<file path="src/rtl/hsm_axil_pkg.sv">
// Shared types and helpers for the HSM AXI4-Lite register file.
package hsm_axil_pkg;

    typedef enum logic [1:0] {
        RESP_OKAY   = 2'b00,
        RESP_SLVERR = 2'b10
    } axi_resp_e;

    localparam int REG_BYTES = 4;

    function automatic int idx_width(input int n);
        return $clog2(n);
    endfunction

    function automatic logic [31:0] apply_wstrb(input logic [31:0] old_val,
                                                 input logic [31:0] new_val,
                                                 input logic [3:0]  strb);
        logic [31:0] result;
        result = old_val;
        for (int b = 0; b < REG_BYTES; b++) begin
            if (strb[b]) result[8*b +: 8] = new_val[8*b +: 8];
        end
        return result;
    endfunction

endpackage

</file>
<file path="src/rtl/hsm_axil_hold.sv">
// One-entry valid/ready holding register; ready is registered so it stays low
// through reset and rises on the first clock edge after release.
module hsm_axil_hold #(
    parameter int WIDTH = 32
) (
    input  logic             clk,
    input  logic             rst_n,
    input  logic             in_valid,
    input  logic [WIDTH-1:0] in_data,
    input  logic             clear,
    output logic             ready,
    output logic             full,
    output logic [WIDTH-1:0] data
);

    // NOTE: state registers use non-blocking (<=) so every flop samples pre-edge values.
    always_ff @(posedge clk or negedge rst_n) begin
        if (!rst_n) begin
            ready <= 1'b0;
            full  <= 1'b0;
            data  <= '0;
        end else if (in_valid && ready) begin
            ready <= 1'b0;
            full  <= 1'b1;
            data  <= in_data;
        end else if (clear) begin
            ready <= 1'b1;
            full  <= 1'b0;
        end else begin
            ready <= !full;
        end
    end

endmodule

</file>
<file path="src/rtl/hsm_axil_regfile.sv">
// AXI4-Lite slave register file with per-register read-only mask, byte strobes,
// SLVERR on illegal accesses and per-register access pulses for attached cores.
module hsm_axil_regfile
    import hsm_axil_pkg::*;
#(
    parameter int                  C_S_AXI_DATA_WIDTH = 32,
    parameter int                  C_S_AXI_ADDR_WIDTH = 5,
    parameter int                  NUM_REGS           = 8,
    parameter logic [NUM_REGS-1:0] RO_MASK            = 8'hF2
) (
    input  logic                            S_AXI_ACLK,
    input  logic                            S_AXI_ARESETN,
    input  logic [C_S_AXI_ADDR_WIDTH-1:0]   S_AXI_AWADDR,
    input  logic [2:0]                      S_AXI_AWPROT,
    input  logic                            S_AXI_AWVALID,
    output logic                            S_AXI_AWREADY,
    input  logic [C_S_AXI_DATA_WIDTH-1:0]   S_AXI_WDATA,
    input  logic [C_S_AXI_DATA_WIDTH/8-1:0] S_AXI_WSTRB,
    input  logic                            S_AXI_WVALID,
    output logic                            S_AXI_WREADY,
    output logic [1:0]                      S_AXI_BRESP,
    output logic                            S_AXI_BVALID,
    input  logic                            S_AXI_BREADY,
    input  logic [C_S_AXI_ADDR_WIDTH-1:0]   S_AXI_ARADDR,
    input  logic [2:0]                      S_AXI_ARPROT,
    input  logic                            S_AXI_ARVALID,
    output logic                            S_AXI_ARREADY,
    output logic [C_S_AXI_DATA_WIDTH-1:0]   S_AXI_RDATA,
    output logic [1:0]                      S_AXI_RRESP,
    output logic                            S_AXI_RVALID,
    input  logic                            S_AXI_RREADY,
    output logic [NUM_REGS*32-1:0]          reg_q,
    input  logic [NUM_REGS*32-1:0]          hw_rdata,
    output logic [NUM_REGS-1:0]             wr_pulse,
    output logic [NUM_REGS-1:0]             rd_pulse
);

    localparam int ADDR_W = C_S_AXI_ADDR_WIDTH;
    localparam int DATA_W = C_S_AXI_DATA_WIDTH;
    localparam int STRB_W = DATA_W / 8;
    localparam int IDX_W  = ADDR_W - 2;

    logic                     aw_full;
    logic                     w_full;
    logic [ADDR_W-1:0]        aw_addr;
    logic [DATA_W+STRB_W-1:0] w_buf;
    logic [DATA_W-1:0]        w_data;
    logic [STRB_W-1:0]        w_strb;
    logic                     commit;
    logic [IDX_W-1:0]         w_idx;
    logic [IDX_W-1:0]         r_idx;
    logic [NUM_REGS-1:0]      w_hit;
    logic [NUM_REGS-1:0]      r_hit;
    logic                     w_ok;
    logic                     r_ok;
    logic [31:0]              rd_val;
    logic                     ar_hs;
    axi_resp_e                bresp_q;
    axi_resp_e                rresp_q;

    hsm_axil_hold #(.WIDTH(ADDR_W)) u_aw_hold (
        .clk      (S_AXI_ACLK),
        .rst_n    (S_AXI_ARESETN),
        .in_valid (S_AXI_AWVALID),
        .in_data  (S_AXI_AWADDR),
        .clear    (commit),
        .ready    (S_AXI_AWREADY),
        .full     (aw_full),
        .data     (aw_addr)
    );

    hsm_axil_hold #(.WIDTH(DATA_W + STRB_W)) u_w_hold (
        .clk      (S_AXI_ACLK),
        .rst_n    (S_AXI_ARESETN),
        .in_valid (S_AXI_WVALID),
        .in_data  ({S_AXI_WDATA, S_AXI_WSTRB}),
        .clear    (commit),
        .ready    (S_AXI_WREADY),
        .full     (w_full),
        .data     (w_buf)
    );

    assign w_data = w_buf[DATA_W+STRB_W-1:STRB_W];
    assign w_strb = w_buf[STRB_W-1:0];
    assign w_idx  = aw_addr[ADDR_W-1:2];
    assign r_idx  = S_AXI_ARADDR[ADDR_W-1:2];
    assign commit = aw_full && w_full && (!S_AXI_BVALID || S_AXI_BREADY);
    assign ar_hs  = S_AXI_ARVALID && S_AXI_ARREADY;

    // PROT and the byte-lane address bits carry no meaning for word registers.
    logic unused_bits;
    assign unused_bits = ^{S_AXI_AWPROT, S_AXI_ARPROT, aw_addr[1:0], S_AXI_ARADDR[1:0]};

    // Out-of-range and read-only indices simply never produce a write hit.
    always_comb begin
        // NOTE: defaults first so no path through the block leaves a variable unassigned (no latch).
        w_hit  = '0;
        r_hit  = '0;
        rd_val = '0;
        for (int i = 0; i < NUM_REGS; i++) begin
            if (int'(w_idx) == i && !RO_MASK[i]) w_hit[i] = 1'b1;
            if (int'(r_idx) == i) begin
                r_hit[i] = 1'b1;
                rd_val   = RO_MASK[i] ? hw_rdata[i*32 +: 32] : reg_q[i*32 +: 32];
            end
        end
    end

    assign w_ok = |w_hit;
    assign r_ok = |r_hit;

    for (genvar g = 0; g < NUM_REGS; g++) begin : g_reg
        if (RO_MASK[g]) begin : g_ro
            assign reg_q[g*32 +: 32] = '0;
        end else begin : g_rw
            logic [31:0] value;
            // NOTE: these are discrete flops, not a RAM, so resetting them costs nothing and keeps reg_q defined.
            always_ff @(posedge S_AXI_ACLK or negedge S_AXI_ARESETN) begin
                if (!S_AXI_ARESETN) begin
                    value <= '0;
                end else if (commit && w_hit[g]) begin
                    value <= apply_wstrb(value, w_data, w_strb);
                end
            end
            assign reg_q[g*32 +: 32] = value;
        end
    end

    always_ff @(posedge S_AXI_ACLK or negedge S_AXI_ARESETN) begin
        if (!S_AXI_ARESETN) begin
            S_AXI_BVALID <= 1'b0;
            bresp_q      <= RESP_OKAY;
            wr_pulse     <= '0;
        end else begin
            wr_pulse <= '0;
            if (commit) begin
                S_AXI_BVALID <= 1'b1;
                bresp_q      <= w_ok ? RESP_OKAY : RESP_SLVERR;
                wr_pulse     <= w_hit;
            end else if (S_AXI_BREADY) begin
                S_AXI_BVALID <= 1'b0;
            end
        end
    end

    // ARREADY mirrors !RVALID but is registered so it stays low through reset.
    always_ff @(posedge S_AXI_ACLK or negedge S_AXI_ARESETN) begin
        if (!S_AXI_ARESETN) begin
            S_AXI_ARREADY <= 1'b0;
            S_AXI_RVALID  <= 1'b0;
            S_AXI_RDATA   <= '0;
            rresp_q       <= RESP_OKAY;
            rd_pulse      <= '0;
        end else begin
            rd_pulse <= '0;
            if (ar_hs) begin
                S_AXI_ARREADY <= 1'b0;
                S_AXI_RVALID  <= 1'b1;
                S_AXI_RDATA   <= r_ok ? rd_val : '0;
                rresp_q       <= r_ok ? RESP_OKAY : RESP_SLVERR;
                rd_pulse      <= r_hit;
            end else if (S_AXI_RVALID && S_AXI_RREADY) begin
                S_AXI_ARREADY <= 1'b1;
                S_AXI_RVALID  <= 1'b0;
            end else begin
                S_AXI_ARREADY <= !S_AXI_RVALID;
            end
        end
    end

    assign S_AXI_BRESP = bresp_q;
    assign S_AXI_RRESP = rresp_q;

endmodule

</file>
<file path="config.mk">
export PLATFORM = sky130hd
export DESIGN_NAME = hsm_axil_regfile
export DESIGN_NICKNAME = d
export VERILOG_FILES = /design/src/rtl/hsm_axil_pkg.sv /design/src/rtl/hsm_axil_hold.sv /design/src/rtl/hsm_axil_regfile.sv
export SDC_FILE = /design/constraint.sdc
export NUM_CORES = 1
export LEC_CHECK = 0
export BUFFER_PORTS_ARGS = -buffer_cell sky130_fd_sc_hd__buf_2
export CAP_MARGIN = 5
export CELL_PAD_IN_SITES_DETAIL_PLACEMENT = 1
export CELL_PAD_IN_SITES_GLOBAL_PLACEMENT = 2
export CORE_AREA = 2 2 246 248
export DETAILED_ROUTE_END_ITERATION = 10
export DIE_AREA = 0 0 248 250
export GPL_TIMING_DRIVEN = 0
export PLACE_DENSITY = 0.67
export SETUP_SLACK_MARGIN = 0.02
export SYNTH_ARGS = -nofsm -noshare
export SYNTH_HDL_FRONTEND = slang
export SYNTH_SLANG_ARGS = --single-unit
</file>
<file path="constraint.sdc">
create_clock -name S_AXI_ACLK -period 2.1 [get_ports S_AXI_ACLK]
set_clock_uncertainty 0.2 [all_clocks]
set_input_delay 0.63 -clock S_AXI_ACLK [delete_from_list [all_inputs] [get_ports S_AXI_ACLK]]
set_output_delay 0.63 -clock S_AXI_ACLK [all_outputs]
set_load 0.05 [all_outputs]
</file>
# ---- Word-level counts from Yosys, hierarchy flattened
# Index checks and enable logic that the tools add are counted.
dict set report totals {
  register_bits 196
  memories 0
  inputBits 315
  romBits 0
  latch_bits 0
  mem_bits_rw 0
}
dict set report classes {
  magnitude_cmp 0
  mul 0
  bitwise 0
  n_eq_ne 9
  n_mux 37
  reduce_logical 34
  div 0
  addsub 0
  shifts 0
}
# operator n
set op_table {}
lappend op_table {{two-way mux 32 bit} 9}
lappend op_table {{two-way mux 1 bit} 24}
lappend op_table {{AND reduction 2 bit} 12}
lappend op_table {{== test 3 bit, second input constant} 6}
lappend op_table {{logical AND 1 bit} 9}
lappend op_table {{two-way mux 8 bit} 1}
lappend op_table {{nonzero test 2 bit} 4}
lappend op_table {{OR reduction 8 bit} 1}
lappend op_table {{== test 3 x 2 -> 1 bit, second input constant} 2}
lappend op_table {{logical NOT 3 bit} 2}
lappend op_table {{logical NOT 1 bit} 4}
lappend op_table {{two-way mux 2 bit} 2}
lappend op_table {{two-way mux 4 bit} 1}
lappend op_table {{== test 3 x 1 -> 1 bit, second input constant} 1}
lappend op_table {{OR reduction 3 bit} 1}
lappend op_table {{logical OR 1 bit} 1}

# ---- Logic depth before layout (Yosys ltp)
# Gate-level depths: netlist of run 1.
dict set report logic_depth {
  depth_word 10
  mapped_depth 8
  ltp_nobuf 4
}

# ---- Modules after synthesis
# From an unflattened synthesis of run 1, not the netlist that was laid out.
dict set report unflattened {
  hier_cells 886
  hier_area_um2 10467.5
}
# module area_per_inst_um2 instances cells_each
set modules_own_cells {}
lappend modules_own_cells {hsm_axil_regfile 8730.9 1 788}
lappend modules_own_cells {{hsm_axil_hold (u_w_hold)} 1482.7 1 82}
lappend modules_own_cells {{hsm_axil_hold (u_aw_hold)} 254.0 1 16}

# ---- Worst setup path before layout of run 1
# OpenSTA, ideal clock, no wires.
dict set report synth_timing {
  path_type {register -> register}
  start {reg S_AXI_BVALID}
  end {reg g_reg[2].g_rw.value[0]}
  setup_slack_ps -98
  t_arrival_ps 1874
  path_buffers 1
  synth_period_minus_slack_ps 2198
  stages_incl_launch_ff 6
  path_cell_list {dfrtp_1 nor2b_1 nor4_4 and3b_1 buf_2 mux2_2}
}
dict set report synth_via {
  elab_chain_len 5
}
# element line
set synth_rtl {}
lappend synth_rtl {{start: declaration} hsm_axil_regfile.sv:22} ;# output logic S_AXI_BVALID,
lappend synth_rtl {{start signal: assignment} hsm_axil_regfile.sv:131} ;# S_AXI_BVALID <= 1'b0;
lappend synth_rtl {{start signal: assignment} hsm_axil_regfile.sv:137} ;# S_AXI_BVALID <= 1'b1;
lappend synth_rtl {{start signal: assignment} hsm_axil_regfile.sv:141} ;# S_AXI_BVALID <= 1'b0;
lappend synth_rtl {{logical NOT 1 bit} hsm_axil_regfile.sv:87} ;# assign commit = aw_full && w_full && (!S_AXI_BVALID || S_AXI_BREADY);
lappend synth_rtl {{logical OR 1 bit} hsm_axil_regfile.sv:87}
lappend synth_rtl {{logical AND 1 bit} hsm_axil_regfile.sv:87}
lappend synth_rtl {{logical AND 1 bit} hsm_axil_regfile.sv:121} ;# end else if (commit && w_hit[g]) begin
lappend synth_rtl {{AND reduction 2 bit (no source line)} -}
lappend synth_rtl {{end signal: assignment} hsm_axil_regfile.sv:122} ;# value <= apply_wstrb(value, w_data, w_strb);
lappend synth_rtl {{end: declaration} hsm_axil_regfile.sv:116} ;# logic [31:0] value;
# No other way between the ends.
# A chain may end at the register's enable or synchronous reset.

# ---- Worst setup path in the final report of run 1
dict set report layout_timing {
  start {reg g_reg[2].g_rw.value[16]}
  end {out reg_q[80]}
}
# element line
set layout_rtl {}
lappend layout_rtl {{end: declaration} hsm_axil_regfile.sv:32} ;# output logic [NUM_REGS*32-1:0] reg_q,
# No word-level cell between the ends.

==> metrics.cfg, run 1 <==
[run_status]
status=finished, final reports clean

[synthesis]
synth-main-ff-cell=dfrtp_1
ys_top_cells_by_count=dfrtp_1, buf_4, mux2_2, o21ai_0, o22ai_1
synth-edff-count=0
ys_top_cells_by_area=dfrtp_1, mux2_2, buf_4
ys_types=38
synth_top_area_share_pct=45.5
async_flop_share_pct=100
synthCells=889
synth_area_mm2=0.0103
avgSynthCellArea_um2=11.6
yosysSeqAreaShare_pct=45.5
yosys.area.top_type=dfrtp_1
yosysWarnings=0
ys_ff_latch=187
synth_most_common_cell=dfrtp_1

[clock_network]
ctsLongestPathBuffers=2
cts_htree_levels=4
clock-sinks=187
cts_buffers=17
cts-root-buf=clkbuf_16
cts_tree=yes
clk-insertion-delay-late_ps=500
cts.clk_slew.worst_paths_ps=80

[critical_path]
critPathLaunchType=register
crit_path_end_kind=output pin
cpPeakStageDelay_ps=400
crit_required_ps=1270
crit_start=g_reg[2].g_rw.value[16]$_DFFE_PN0P_
worst-path-buf-inv=1
ff2ff_setup_slack_ps=80
crit_slowest_cell=dfrtp_1
cp_top_family=flip-flops
rr_worst_depth=6
critPathArrivalTime_ps=1190
cp_max_fo=3
criticalPathCategory=register to output pin
path_cells=buf_2
crit_end=reg_q[80]
r2r_start=S_AXI_BVALID$_DFFE_PN0P_
r2r_end=g_reg[2].g_rw.value[28]$_DFFE_PN0P_
crit_cells=1

[drt]
dr.first_iter.drc_count=308
finalWirelength_um=47500
antenna_left=0
wl_per_cell_um=21.2
drt_pass1_iterations=4
route.detailed.drc=0
via_per_inst=3.87
vias=8666

[global_route]
grt_overflow=0
grt_pass1_wl_um=66200
antenna_found_initial=14
grt_pass1_vias=9106
grt_max_degree=104
track_usage_pct=15.2

[placed_design]
port_buffers=352
placed_cell_area_mm2=0.0137
dp_hpwl_um=38500
place_congestion=0.816

[die]
die-area_mm2=0.0620
rows=90
start_util_pct=17.3
io_pins=628
fp.dieW_um=248
core_mm2=0.0596
die_y_um=250

[power_and_ir_drop]
irDropWorstVdd_mv=0.938
switching_power_mw=10.1
power_density_mw_per_mm2=1370
swShare_pct=49.9
clkPwrFrac_pct=16.9
pwr-share-seq_pct=32.0
power.internal_mw=10.1
power_frac_comb_pct=51.1
p_leak_nw=7.53

[timing]
post-route-period-util_pct=96.3
rsz0062_at_grt=yes
drv_slew=0
max_slew_margin_pct=59.2
max_freq_ghz=0.494
finalHoldViolCount=0
setup_tns_ps=0
setup_viol=0
timing.final.crit_period_ps=2020
worstMarginPinSlew_ps=613

[run]
maxCapViolCount=0

[cells_and_area]
multi_input_area_mm2=0.00488
final_util_pct=24.9
fill_cells=6914
design_area_mm2=0.0148
drive_gt1_share_pct=56.6
final_nets=1753
syn2layout_area_growth_pct=43.9
seq_area_mm2=0.00468

[min_path]
whs_path_depth=2
hold_class=primary input to register

## cell type report
class / instances / area share [%]
clock buffers: 18 / 2.97
repair buffers: 364 / 13.4
plain buffers: 223 / 11.3
well taps: 782 / 6.61
flip-flops and latches: 187 / 31.6
clock inverters: 14 / 1.01
multi-input cells: 640 / 32.9
inverters: 5 / 0.127
diodes: 6 / 0.101
## layout by cell type (no fill, tap or decap), drive strengths merged, types with 13 or more instances in the layout
cell and instances:
a2bb2oi 13, a31oi 18, buf 549, clkbuf 55, conb 167, dfrtp 187, inv 13, mux2 168
mux2i 36, nand2 37, nor2 27, o21ai 51, o22ai 44, o32a 13
## power by group through the flow
stage | combinational (mW) | sequential, mW | clock (mW)
floorplan | 3.52 | 9.93 | 0
global placement | 9.94 | 6.41 | 0
detailed placement | 10.0 | 6.51 | 0
CTS | 10.3 | 6.47 | 3.57
global route | 10.9 | 6.74 | 3.67
finish | 10.3 | 6.49 | 3.42
## sequential cells by signal, indices dropped and copies added (netlist names)
signal           count
u_aw_hold.full       1
S_AXI_RRESP          1
u_w_hold.full        1
S_AXI_ARREADY        1
S_AXI_BVALID         1
S_AXI_RDATA         32
rd_pulse             8
u_aw_hold.data       3
u_w_hold.ready       1
u_aw_hold.ready      1
S_AXI_RVALID         1
g.g_rw.value        96
u_w_hold.data       36
wr_pulse             3
S_AXI_BRESP          1
## layer usage
layer	track usage (%)	share of wire, %
met5	0	0.13
met3	4.34	6.7
met4	5.37	1.8
met1	19.0	43
met2	24.8	48
## metrics by stage
stage          setup WS (ps)  hold WS, ps  power, mW  instances
2_1_floorplan           25.0          134       13.4       1055
3_3_place_gp           -3480          264       16.3       2189
3_5_place_dp           -1220          281       16.6       2190
4_1_cts                 20.0          106       20.3       2226
5_1_grt                -9.35          129       21.3       2238
6_report                77.7          160       20.2       2239
## repair_timing
| item | in CTS | in global routing |
|---|---|---|
| pin swaps | 4 | 2 |
| gates resized for setup | 91 | 44 |
| cloned | 0 | 0 |
| endpoints found under the hold margin | 84 | 0 |
| setup buffers | 3 | 7 |
| endpoints found under the setup margin | 184 | 134 |
| hold buffers | 1 | 0 |
## how the worst min path moves through the flow
stage / slack (ps) / start / endpoint
finish: 160 / S_AXI_WDATA[20] / u_w_hold.data[24]$_DFFE_PN0P_
global route: 130 / S_AXI_WDATA[15] / u_w_hold.data[19]$_DFFE_PN0P_
CTS: 110 / S_AXI_WDATA[31] / u_w_hold.data[35]$_DFFE_PN0P_
detailed placement: 280 / S_AXI_RRESP[1]$_DFFE_PN0P_ / S_AXI_RRESP[1]$_DFFE_PN0P_
global placement: 260 / S_AXI_RRESP[1]$_DFFE_PN0P_ / S_AXI_RRESP[1]$_DFFE_PN0P_
floorplan: 130 / S_AXI_ARESETN / S_AXI_ARREADY$_DFF_PN0_
## cells by family (layout without fill, tap and decap cells)
kind of cell | Yosys count | count (layout) | synth area share, %
other cells | 1 | 173 | 0.0364
mux | 213 | 213 | 24.1
buf+inv | 228 | 624 | 14.9
simple gates | 101 | 101 | 5.26
compound gates | 159 | 159 | 10.3
flops | 187 | 187 | 45.5
(Power assumes the default switching activity.)
==> inputs of run 2 (changes only) <==
Settings changed: CELL_PAD_IN_SITES_DETAIL_PLACEMENT 1 to 0, CELL_PAD_IN_SITES_GLOBAL_PLACEMENT 2 to 1, CORE_AREA 2 2 246 248 to 2 2 245 247, DIE_AREA 0 0 248 250 to 0 0 247 249, PLACE_DENSITY 0.67 to 0.57.
==> metrics.cfg, run 2 (same netlist as run 1, synthesis figures left out) <==
[min_path]
hold_class=primary input to register
hold_path_startpoint=S_AXI_WDATA[17]
whs_path_depth=2
holdPathEnd=u_w_hold.data[21]$_DFFE_PN0P_

[drt]
via_per_inst=3.87
vias=8638
finalWirelength_um=46500
dr.first_iter.drc_count=432
drt_pass1_iterations=5
route.detailed.drc=0
antenna_left=0
wl_per_cell_um=20.8

[global_route]
grt_max_degree=108
grt_overflow=0
antenna_found_initial=14
grt_pass1_wl_um=64100
grt_pass1_vias=8715
track_usage_pct=14.9

[die]
io_pins=628
rows=89
start_util_pct=17.5
die-area_mm2=0.0615
core_mm2=0.0587
fp.dieW_um=247
die_y_um=249

[timing]
max_slew_margin_pct=57.7
rsz0062_at_grt=yes
worst_slack_ps=55.1
timing.final.crit_period_ps=2040
worstMarginPinSlew_ps=635
setup_viol=0
post-route-period-util_pct=97.4
drv_slew=0
max_freq_ghz=0.489
finalHoldViolCount=0

[placed_design]
place_inst=2181
dp_hpwl_um=36900
pre_cts_slack_ps=-1260
placed_cell_area_mm2=0.0137
place_congestion=0.869
port_buffers=352

[power_and_ir_drop]
total_power_mw=20.2
pwr-share-seq_pct=32.2
swShare_pct=49.6
switching_power_mw=10.0
power_density_mw_per_mm2=1370
p_leak_nw=7.49
clkPwrFrac_pct=17.1
power.internal_mw=10.2
irDropWorstVdd_mv=0.890
power_frac_comb_pct=50.7

[cells_and_area]
final_common_cell=buf_2
top_register=g.g_rw.value
design_area_mm2=0.0148
drive_gt1_share_pct=56.1
seq_area_mm2=0.00469
mostFrequentLayoutCells=buf_2, buf_4, dfrtp_1, conb_1, mux2_2
syn2layout_area_growth_pct=43.4
top_regs=g.g_rw.value x96, u_w_hold.data x36, S_AXI_RDATA x32
final_nets=1752
largest_reg_flops=96
fill_cells=6342
multi_input_area_mm2=0.00484
final-instance-count-excl-fill=2233

[clock_network]
clock-sinks=187
cts_tree=yes
cts_htree_levels=4
cts_buffers=17
cts.clk_slew.worst_paths_ps=80
cts-root-buf=clkbuf_16
clk-insertion-delay-late_ps=500
ctsLongestPathBuffers=2

[critical_path]
cp_max_fo=10
ff2ff_setup_slack_ps=60
criticalPathCategory=register to register
crit_required_ps=2270
crit_path_end_kind=register
r2r_end=g_reg[2].g_rw.value[26]$_DFFE_PN0P_
critPathArrivalTime_ps=2210
critPathLaunchType=register
r2r_start=S_AXI_BVALID$_DFFE_PN0P_
rr_worst_depth=6

[run]
maxCapViolCount=0

[run_status]
status=finished, final reports clean

==> run 2: cell count changes in the layout (fill, tap and decap cells not counted), sizes merged <==
cell,delta
bufinv,+1
clkbuf,-1
clkinvlp,+1
diode,+4
inv,-2
==> run 2: repair_timing <==
action,4_1_cts,5_1_grt
gates resized for setup,87,36
pin swaps,4,3
hold buffers,1,0
endpoints found under the hold margin,80,0
setup buffers,3,6
setup endpoints to repair,173,160
==> run 2: layer usage <==
layer / vias up / track usage [%] / wire length (um)
met3: 46 / 4.57 / 3050
met5: - / 0 / 54
met2: 333 / 24.8 / 22700
li1: 3992 / - / -
met1: 4259 / 18.2 / 19900
met4: 8 / 4.97 / 832
==> run 2: through the flow <==
stage | utilization, % | hold WS, ps | TNS (ps)
after CTS | 24.8 | 109 | 0
after global routing | 25.1 | 135 | -144
after floorplan | - | 134 | 0
after global placement | 23.3 | 264 | -679530
final | 25.1 | 161 | 0
after detailed placement | 23.3 | 278 | -90640
==> run 2: cell type report <==
cell class / instances / area share (%)
Multi-Input combinational cell: 640 / 32.8
Inverter: 5 / 0.127
Timing Repair Buffer: 363 / 13.4
Sequential cell: 187 / 31.8
Buffer: 223 / 11.3
Clock buffer: 18 / 2.91
Antenna cell: 10 / 0.170
Tap cell: 773 / 6.55
Clock inverter: 14 / 1.08
==> run 2: worst max path at each step <==
stage / start / to / slack, ps / cells past startpoint
floorplan: S_AXI_ARADDR[2] / S_AXI_RDATA[20]$_DFFE_PN0P_ / 30 / 7
global placement: S_AXI_ARESETN / S_AXI_BVALID$_DFFE_PN0P_ / -3500 / 1
detailed placement: S_AXI_ARADDR[2] / S_AXI_RDATA[14]$_DFFE_PN0P_ / -1260 / 7
CTS: S_AXI_BVALID$_DFFE_PN0P_ / g_reg[2].g_rw.value[11]$_DFFE_PN0P_ / 20 / 6
global route: S_AXI_BVALID$_DFFE_PN0P_ / g_reg[2].g_rw.value[29]$_DFFE_PN0P_ / -30 / 6
finish: S_AXI_BVALID$_DFFE_PN0P_ / g_reg[2].g_rw.value[26]$_DFFE_PN0P_ / 60 / 6
==> run 2: critical path, cell delays in order, from the launching register on <==
cell and delay, ps:
dfrtp_2 420, nor2b_4 150, nor4_4 270, buf_6 180
and3b_1 180, buf_6 170, mux2_2 350
==> run 2: power groups by stage <==
stage,combinational [mW],clock (mW),sequential (mW)
4_1_cts,10.2,3.61,6.47
3_5_place_dp,9.99,0,6.50
3_3_place_gp,9.93,0,6.43
6_report,10.2,3.45,6.48
2_1_floorplan,3.52,0,9.93
5_1_grt,10.7,3.71,6.72
==> inputs of run 3 (changes only) <==
Settings changed: ABC_AREA set to 1, CORE_AREA 2 2 245 247 to 2 2 246 248, DIE_AREA 0 0 247 249 to 0 0 248 250, PLACE_DENSITY 0.57 to 0.6.
==> metrics.cfg, run 3 <==
[drt]
finalWirelength_um=51900
wl_per_cell_um=19.2
drt_pass1_iterations=6
vias=10542
via_per_inst=3.90
antenna_left=0
dr.first_iter.drc_count=802
route.detailed.drc=0

[placed_design]
port_buffers=352
dp_hpwl_um=42500
place_congestion=0.856
pre_cts_slack_ps=-1070
placed_cell_area_mm2=0.0138
place_inst=2652

[synthesis]
ys_top_cells_by_area=dfrtp_1, buf_4, nand2_1
synth_top_family_by_area=simple AND/OR/NAND/NOR gates
synth_mux_area_share_pct=0
ys_ff_latch=187
yosysSeqAreaShare_pct=45.0
synthXorXnorAreaFrac_pct=0
synth-edff-count=0
synth_area_mm2=0.0104
synthAdderAreaFrac_pct=0
synthCells=1351
synth_compound_area_share_pct=10.5
yosysWarnings=0
ys_types=26
synth-main-ff-cell=dfrtp_1
yosys.area.top_type=dfrtp_1
ys_top_cells_by_count=nand2_1, dfrtp_1, buf_4, inv_1, nor2_1
avgSynthCellArea_um2=7.70
synth_top_area_share_pct=45.0
synth-simple-area-share_pct=24.4
synth_most_common_cell=nand2_1
async_flop_share_pct=100

[run]
maxCapViolCount=0

[cells_and_area]
final-instance-count-excl-fill=2700
fill_cells=6713
design_area_mm2=0.0148
syn2layout_area_growth_pct=42.2
drive_gt1_share_pct=34.4
mostFrequentLayoutCells=buf_2, nand2_1, buf_4, dfrtp_1, conb_1
top_regs=g.g_rw.value x96, u_w_hold.data x36, S_AXI_RDATA x32
final_common_cell=buf_2
final_nets=2216
final_util_pct=24.8
top_register=g.g_rw.value
largest_reg_flops=96

[global_route]
track_usage_pct=16.5
grt_pass1_vias=10086
grt_max_degree=98
antenna_found_initial=15
grt_pass1_wl_um=71600
grt_overflow=0

[critical_path]
critPathArrivalTime_ps=2190
cp_max_fo=10
r2r_end=S_AXI_RDATA[19]$_DFFE_PN0P_
rr_worst_depth=4
crit_required_ps=2260
ff2ff_setup_slack_ps=180
critPathLaunchType=primary input
crit_path_end_kind=register
criticalPathCategory=primary input to register
r2r_start=S_AXI_ARREADY$_DFF_PN0_

[timing]
worst_slack_ps=70.5
drv_slew=0
max_slew_margin_pct=47.9
rsz0062_at_grt=no
max_freq_ghz=0.493
finalHoldViolCount=0
timing.final.crit_period_ps=2030
worstMarginPinSlew_ps=781
post-route-period-util_pct=96.6
setup_tns_ps=0
setup_viol=0
hold_ws_ps=184

[power_and_ir_drop]
total_power_mw=19.7
power_density_mw_per_mm2=1330
p_leak_nw=8.16
irDropWorstVdd_mv=0.572

[die]
fp.dieW_um=248
die-area_mm2=0.0620
io_pins=628
core_mm2=0.0596
start_util_pct=17.5
die_y_um=250
rows=90

[clock_network]
cts-root-buf=clkbuf_16
cts.clk_slew.worst_paths_ps=80
cts_buffers=17
ctsLongestPathBuffers=2
clk-insertion-delay-late_ps=490
cts_tree=yes
cts_htree_levels=4
clock-sinks=187

[min_path]
holdPathEnd=u_w_hold.data[21]$_DFFE_PN0P_
whs_path_depth=3
hold_class=primary input to register
hold_path_startpoint=S_AXI_WDATA[17]

[run_status]
status=finished, final reports clean

run 3: changes by cell type after synthesis, sizes merged, moves of 15 or more:
cell,previous run,this run
a21oi,1,112
a31oi,18,0
buf,195,210
inv,5,135
mux2,168,0
mux2i,36,0
nand2,37,302
nand3,3,67
nand4,0,71
nor2,27,119
o21ai,51,96
o22ai,44,0
run 3: critical path: stages:
cell	delay [ps]
buf_2	90
inv_2	110
clkbuf_4	250
buf_2	240
nand4_1	100
nand3_1	80
nor2_1	310
nand4_1	190
nand2_1	100
nand2_1	50
run 3: layout make-up:
class,count,area [um2],share of cell area [%]
Sequential cell,187,4680,31.7
Multi-Input combinational cell,957,4360,29.5
Timing Repair Buffer,365,2020,13.7
Buffer,237,1640,11.1
Tap cell,782,978,6.62
Inverter,136,515,3.49
Clock buffer,20,457,3.09
Clock inverter,12,121,0.821
Antenna cell,4,10.0,0.0677
run 3: power by group:
part / leakage (nW) / internal (mW) / switching, mW
Clock: 0.288 / 1.64 / 1.66
Sequential: 2.29 / 5.10 / 1.18
Combinational: 5.58 / 2.32 / 7.78
Total: 8.16 / 9.05 / 10.6
run 3: kinds of logic (layout without fill, tap and decap cells):
| group | count (synthesis) | after routing |
|---|---|---|
| simple gates | 575 | 575 |
| buf+inv | 373 | 770 |
| compound gates | 215 | 215 |
| flops | 187 | 187 |
| other cells | 1 | 171 |
run 3: timing repair:
item / CTS / global route
gates resized for setup: 47 / 60
buffers inserted: 7 / 4
pin swaps: 4 / 3
endpoints found under the hold margin: 45 / 0
setup endpoints to repair: 164 / 156
hold buffers: 1 / 0
run 3: how the worst max path moves through the flow:
stage | to | startpoint | cells after the start
after floorplan | S_AXI_RDATA[23]$_DFFE_PN0P_ | S_AXI_ARADDR[3] | 9
after CTS | reg_q[73] | g_reg[2].g_rw.value[9]$_DFFE_PN0P_ | 1
after global placement | u_w_hold.data[7]$_DFFE_PN0P_ | S_AXI_ARESETN | 1
final | S_AXI_RDATA[21]$_DFFE_PN0P_ | S_AXI_ARADDR[4] | 10
after detailed placement | S_AXI_RDATA[20]$_DFFE_PN0P_ | S_AXI_ARADDR[2] | 8
after global routing | reg_q[81] | g_reg[2].g_rw.value[17]$_DFFE_PN0P_ | 1
run 3: layer usage:
layer	vias up	global-route usage (%)	share of wire, %
li1	5127	-	-
met1	4946	20.4	42
met2	375	26.7	47
met3	74	5.53	8.1
met4	20	5.68	2.5
met5	-	0	0.27
